--- src/rtl/rot_arbiter.sv ---
// Round-robin arbiter sharing one barrel rotator across NREQ requesters, 2-stage pipeline.
// Optional op_cnt handshake counter when ROT_ARB_CNT_EN is defined.

module rot_arbiter_rot #(
   parameter int N      = 256,
   parameter int LOG2_N = 8
) (
   input  logic [N-1:0]      data_i,
   input  logic [LOG2_N-1:0] k_i,
   output logic [N-1:0]      data_o
);

   logic [N-1:0] stage [LOG2_N+1];

   assign stage[0] = data_i;

   // Element 0 of the operand is the vector MSB, so "toward higher index" is a right rotate.
   for (genvar s = 0; s < LOG2_N; s++) begin : g_stage
      localparam int SH = 1 << s;
      assign stage[s+1] = k_i[s] ? {stage[s][SH-1:0], stage[s][N-1:SH]} : stage[s];
   end

   assign data_o = stage[LOG2_N];

endmodule

module rot_arbiter #(
   parameter int N      = 256,
   parameter int LOG2_N = 8,
   parameter int NREQ   = 4,
   parameter int ID_W   = 2
) (
   input  logic                     clk,
   input  logic                     rst,
   input  logic [NREQ-1:0]          req_valid,
   output logic [NREQ-1:0]          req_ready,
   input  logic [NREQ*N-1:0]        req_bits,
   input  logic [NREQ*LOG2_N-1:0]   req_k,
   output logic                     out_valid,
   input  logic                     out_ready,
   output logic [N-1:0]             out_bits,
   output logic [ID_W-1:0]          out_id
`ifdef ROT_ARB_CNT_EN
   ,
   output logic [15:0]              op_cnt
`endif
);

   localparam int PTR_W = $clog2(NREQ);
   localparam int IW    = PTR_W + 1;

   logic                s1_v_q, s1_v_d;
   logic [N-1:0]        s1_bits_q, s1_bits_d;
   logic [LOG2_N-1:0]   s1_k_q, s1_k_d;
   logic [ID_W-1:0]     s1_id_q, s1_id_d;
   logic                s2_v_q, s2_v_d;
   logic [N-1:0]        s2_bits_q, s2_bits_d;
   logic [ID_W-1:0]     s2_id_q, s2_id_d;
   logic [PTR_W-1:0]    rr_ptr_q, rr_ptr_d;

   logic [PTR_W-1:0]    grant;
   logic                grant_found;
   logic [IW-1:0]       idx_w;
   logic [PTR_W-1:0]    idx;
   logic [N-1:0]        sel_bits;
   logic [LOG2_N-1:0]   sel_k;
   logic [N-1:0]        rot_out;
   logic                s2_adv;
   logic                s1_free;
   logic                accept;

   assign s2_adv  = s1_v_q & (~s2_v_q | out_ready);
   assign s1_free = ~s1_v_q | s2_adv;
   assign accept  = grant_found & s1_free & ~rst;

   // Search starts at rr_ptr and wraps at NREQ, which need not be a power of two.
   always_comb begin
      grant       = '0;
      grant_found = 1'b0;
      idx_w       = '0;
      idx         = '0;
      for (int unsigned i = 0; i < NREQ; i++) begin
         idx_w = {1'b0, rr_ptr_q} + IW'(i);
         if (idx_w >= IW'(NREQ)) begin
            idx_w = idx_w - IW'(NREQ);
         end
         idx = idx_w[PTR_W-1:0];
         if (!grant_found && req_valid[idx]) begin
            grant       = idx;
            grant_found = 1'b1;
         end
      end
   end

   always_comb begin
      sel_bits = '0;
      sel_k    = '0;
      for (int unsigned r = 0; r < NREQ; r++) begin
         if (grant == PTR_W'(r)) begin
            sel_bits = req_bits[r*N +: N];
            sel_k    = req_k[r*LOG2_N +: LOG2_N];
         end
      end
   end

   always_comb begin
      req_ready = '0;
      if (accept) begin
         req_ready[grant] = 1'b1;
      end
   end

   rot_arbiter_rot #(
      .N      (N),
      .LOG2_N (LOG2_N)
   ) u_rot (
      .data_i (s1_bits_q),
      .k_i    (s1_k_q),
      .data_o (rot_out)
   );

   always_comb begin
      s1_v_d    = s1_v_q;
      s1_bits_d = s1_bits_q;
      s1_k_d    = s1_k_q;
      s1_id_d   = s1_id_q;
      rr_ptr_d  = rr_ptr_q;
      s2_v_d    = s2_v_q;
      s2_bits_d = s2_bits_q;
      s2_id_d   = s2_id_q;

      if (accept) begin
         s1_v_d    = 1'b1;
         s1_bits_d = sel_bits;
         s1_k_d    = sel_k;
         s1_id_d   = ID_W'(grant);
         rr_ptr_d  = (grant == PTR_W'(NREQ - 1)) ? '0 : grant + 1'b1;
      end else if (s2_adv) begin
         s1_v_d = 1'b0;
      end

      if (s2_adv) begin
         s2_v_d    = 1'b1;
         s2_bits_d = rot_out;
         s2_id_d   = s1_id_q;
      end else if (out_ready && s2_v_q) begin
         s2_v_d = 1'b0;
      end
   end

   always_ff @(posedge clk or posedge rst) begin
      if (rst) begin
         s1_v_q    <= 1'b0;
         s1_bits_q <= '0;
         s1_k_q    <= '0;
         s1_id_q   <= '0;
         s2_v_q    <= 1'b0;
         s2_bits_q <= '0;
         s2_id_q   <= '0;
         rr_ptr_q  <= '0;
      end else begin
         s1_v_q    <= s1_v_d;
         s1_bits_q <= s1_bits_d;
         s1_k_q    <= s1_k_d;
         s1_id_q   <= s1_id_d;
         s2_v_q    <= s2_v_d;
         s2_bits_q <= s2_bits_d;
         s2_id_q   <= s2_id_d;
         rr_ptr_q  <= rr_ptr_d;
      end
   end

   assign out_valid = s2_v_q;
   assign out_bits  = s2_bits_q;
   assign out_id    = s2_id_q;

`ifdef ROT_ARB_CNT_EN
   logic [15:0] op_cnt_q, op_cnt_d;

   always_comb begin
      op_cnt_d = op_cnt_q;
      if (s2_v_q && out_ready) begin
         op_cnt_d = op_cnt_q + 16'd1;
      end
   end

   always_ff @(posedge clk or posedge rst) begin
      if (rst) begin
         op_cnt_q <= '0;
      end else begin
         op_cnt_q <= op_cnt_d;
      end
   end

   assign op_cnt = op_cnt_q;
`endif

endmodule

--- config.mk ---
export PLATFORM = sky130hd
export DESIGN_NAME = rot_arbiter
export DESIGN_NICKNAME = d
export VERILOG_FILES = /design/src/rtl/rot_arbiter.sv
export SDC_FILE = /design/constraint.sdc
export NUM_CORES = 2
export LEC_CHECK = 0
export CAP_MARGIN = 10
export CORE_AREA = 2 2 510 512
export CTS_CLUSTER_DIAMETER = 200
export DETAILED_ROUTE_END_ITERATION = 7
export DIE_AREA = 0 0 512 514
export PLACE_DENSITY = 0.5
export SLEW_MARGIN = 20
export SYNTH_ARGS = -nofsm -noshare
export SYNTH_HDL_FRONTEND = slang
export SYNTH_SLANG_ARGS = --single-unit
--- constraint.sdc ---
create_clock -name clk -period 26 [get_ports clk]
set_clock_uncertainty 0.1 [all_clocks]
set_input_delay 5.2 -clock clk [delete_from_list [all_inputs] [get_ports clk]]
set_output_delay 5.2 -clock clk [all_outputs]
set_load 0.005 [all_outputs]
==> metrics.txt <==
Post-Syn Area per Cell=11.29 µm²; largest net degree at the start of global routing=205; most common cell in the netlist=mux4_2; YS warnings=0; gr usage total=24.02%; Root Driver=clkbuf_16; Yosys cell types=29; Primary FF master, synth=dfrtp_1; CTS max path bufs=3; Fin. Hold Viols=0; register bit total from synthesis=528; Seq/Total Area, Yosys=27.72%; die width=512 µm; Worst-path clk slew=0.06 ns; final setup violation count=0; Initial DRC Count=6022; Slew headroom=27.46%; area of the core=258100 µm²; period utilisation layout=51.80%; Initial Utilization=18.47%; Port Buffers=1325; max cap viols=0; Fill cells=27.20k; CTS tree=done; Setup CP Type=in -> out; Routed WL=327500 µm; via count=47.73k; NumNets Final=6224; post-CTS sizing=0; PwrDens=191.9 nW/µm²; layout cells sized above 1=18.13%; RSZ-0062 raised after global routing=no; First-pass DRT Iterations=6; CP Max Fanout=37; Synth Cell Area=47660 µm²; # hold bufs at CTS=0; area leader, netlist=mux4_2; first-pass GRT wire length=428400 µm; CTS sink count=528; synth cell count leaders=mux4_2, a21oi_1, dfrtp_1; fmax=74.25 MHz; crit start category=input port; Mapped Nets=5289; Synth Instances=4222; Post-synth EDFFs=0; Period minus WS final=13.47 ns; VDD IR max=0.1064 mV; Slew Limit Fails=0; full die area=263200 µm²; WL/cell=37.85 µm; Lkg Pwr=22.71 nW; Die H=514 µm; ys async rst share=100.0%; io pins=1326; Clock H-tree levels=3; synth top area cells=mux4_2, dfrtp_1, a21oi_1; total grt overflow=0; Worst Max-Slew Pin Slew=1.088 ns; worst hold path type=reg -> reg; vias per inst=5.516; Synth top area share=36.29%; Post-DRT Antenna Nets=0; outcome=finished clean; number of global-route vias before repair=45.52k; Detail Placement HPWL=278200 µm; setup TNS=0 ns; clock latency on the worst-skew pair=0.73 ns; num rows=187; Pwr Total=12.67 mW; area delta synth->final=38.55%; kind of end point of the critical path=output port; Post-CTS Setup Bufs=0; # DRC=0; initial antenna violation count=163; GPL Wtd Cong=1.026; Num CTS Buffers=70; Worst EP arrival=8.17 ns; CP required=20.70 ns
[routing by layer]
layer	track usage, %	part of all wire (%)	up-vias
li1	-	-	19211
met1	32.50	43	24605
met2	37.25	45	3280
met3	5.348	8.3	589
met4	9.010	4.5	48
met5	0	0.088	-
[kinds of logic after synthesis]
group | count (synthesis) | synth area share [%]
flip-flops | 528 | 27.72
multiplexers | 1025 | 41.69
adder cells (fa/ha/maj) | 4 | 0.1050
buffers and inverters | 529 | 4.607
AO/OA/AOI/OAI | 1060 | 15.25
AND/OR/NAND/NOR | 1076 | 10.63
[cell usage in the layout, fill, tap and decap left out, types with 3 or more instances in the layout]
| master | n |
|---|---|
| buf_4 | 48 |
| mux2i_1 | 257 |
| clkbuf_8 | 7 |
| nand2_1 | 270 |
| o21ai_0 | 7 |
| diode_2 | 43 |
| bufinv_16 | 4 |
| mux4_2 | 768 |
| inv_1 | 5 |
| o221ai_1 | 257 |
| clkdlybuf4s50_1 | 1325 |
| dfrtp_4 | 7 |
| dfrtp_1 | 521 |
| and3_1 | 4 |
| inv_6 | 3 |
| nor2b_1 | 263 |
| a221oi_1 | 263 |
| nor3_1 | 263 |
| a21oi_1 | 529 |
| buf_12 | 8 |
| clkbuf_16 | 70 |
| clkbuf_1 | 25 |
| clkinv_2 | 8 |
| ha_4 | 3 |
| nor2_1 | 263 |
[report_power, final]
group          switching (mW)  internal, mW
Combinational            5.81          3.91
Sequential              0.770          1.22
Clock                   0.407         0.562
[final cells by class]
cell class | instances | area [µm²] | area share (%)
inverters | 8 | 45.04 | 0.06822
clock inverters | 21 | 286.5 | 0.4339
clock buffers | 102 | 1942 | 2.941
repair buffers | 1384 | 13830 | 20.95
flip-flops and latches | 528 | 13240 | 20.05
well taps | 3402 | 4257 | 6.446
diodes | 43 | 107.6 | 0.1630
multi-input cells | 3165 | 32320 | 48.95
[critical path, cell delays in order]
cell             delay (ns)
clkdlybuf4s50_1        0.53
inv_1                  0.10
a22oi_1                0.19
o221ai_1               0.19
or2_2                  0.38
inv_1                  0.18
ha_4                   0.59
and3_1                 0.27
clkdlybuf4s50_1        0.52
[flip-flops by register name, indices dropped and copies added, names as in the netlist]
name	cells
out_bits	256
out_id	2
out_valid	1
rr_ptr_q	2
s1_bits_q	256
s1_id_q	2
s1_k_q	8
s1_v_q	1
[stage by stage]
step | hold slack (ns) | utilization (%) | instance area, µm² | cells | worst slack, ns
global route | 0.3924 | 25.56 | 65970 | 8627 | 12.41
floorplan | 0.3386 | - | 47660 | 4222 | 5.947
global placement | 0.3639 | 24.67 | 63660 | 8486 | 12.46
detailed placement | 0.3677 | 24.67 | 63660 | 8486 | 12.55
finish | 0.3718 | 25.59 | 66030 | 8653 | 12.53
CTS | 0.3805 | 25.53 | 65890 | 8609 | 12.54
[final timing paths]
kind                                              from                    endpoint  slack, ns  depth (start not counted)
worst min-delay path            s1_id_q[0]$_DFFE_PP0P_       out_id[0]$_DFFE_PP0P_       0.37                          2
worst min register to register  s1_id_q[0]$_DFFE_PP0P_       out_id[0]$_DFFE_PP0P_       0.37                          2
max in group asynchronous                          rst  s1_bits_q[174]$_DFFE_PP0P_      17.02                          6
min in group asynchronous                          rst      s1_id_q[1]$_DFFE_PP0P_       5.01                          2
worst max-delay path                      req_valid[3]                req_ready[1]      12.53                          9
worst max register to register   s1_k_q[1]$_DFFE_PP0P_   out_bits[212]$_DFFE_PP0P_      20.58                          7
No activity file was read; power rests on OpenSTA's default activity.
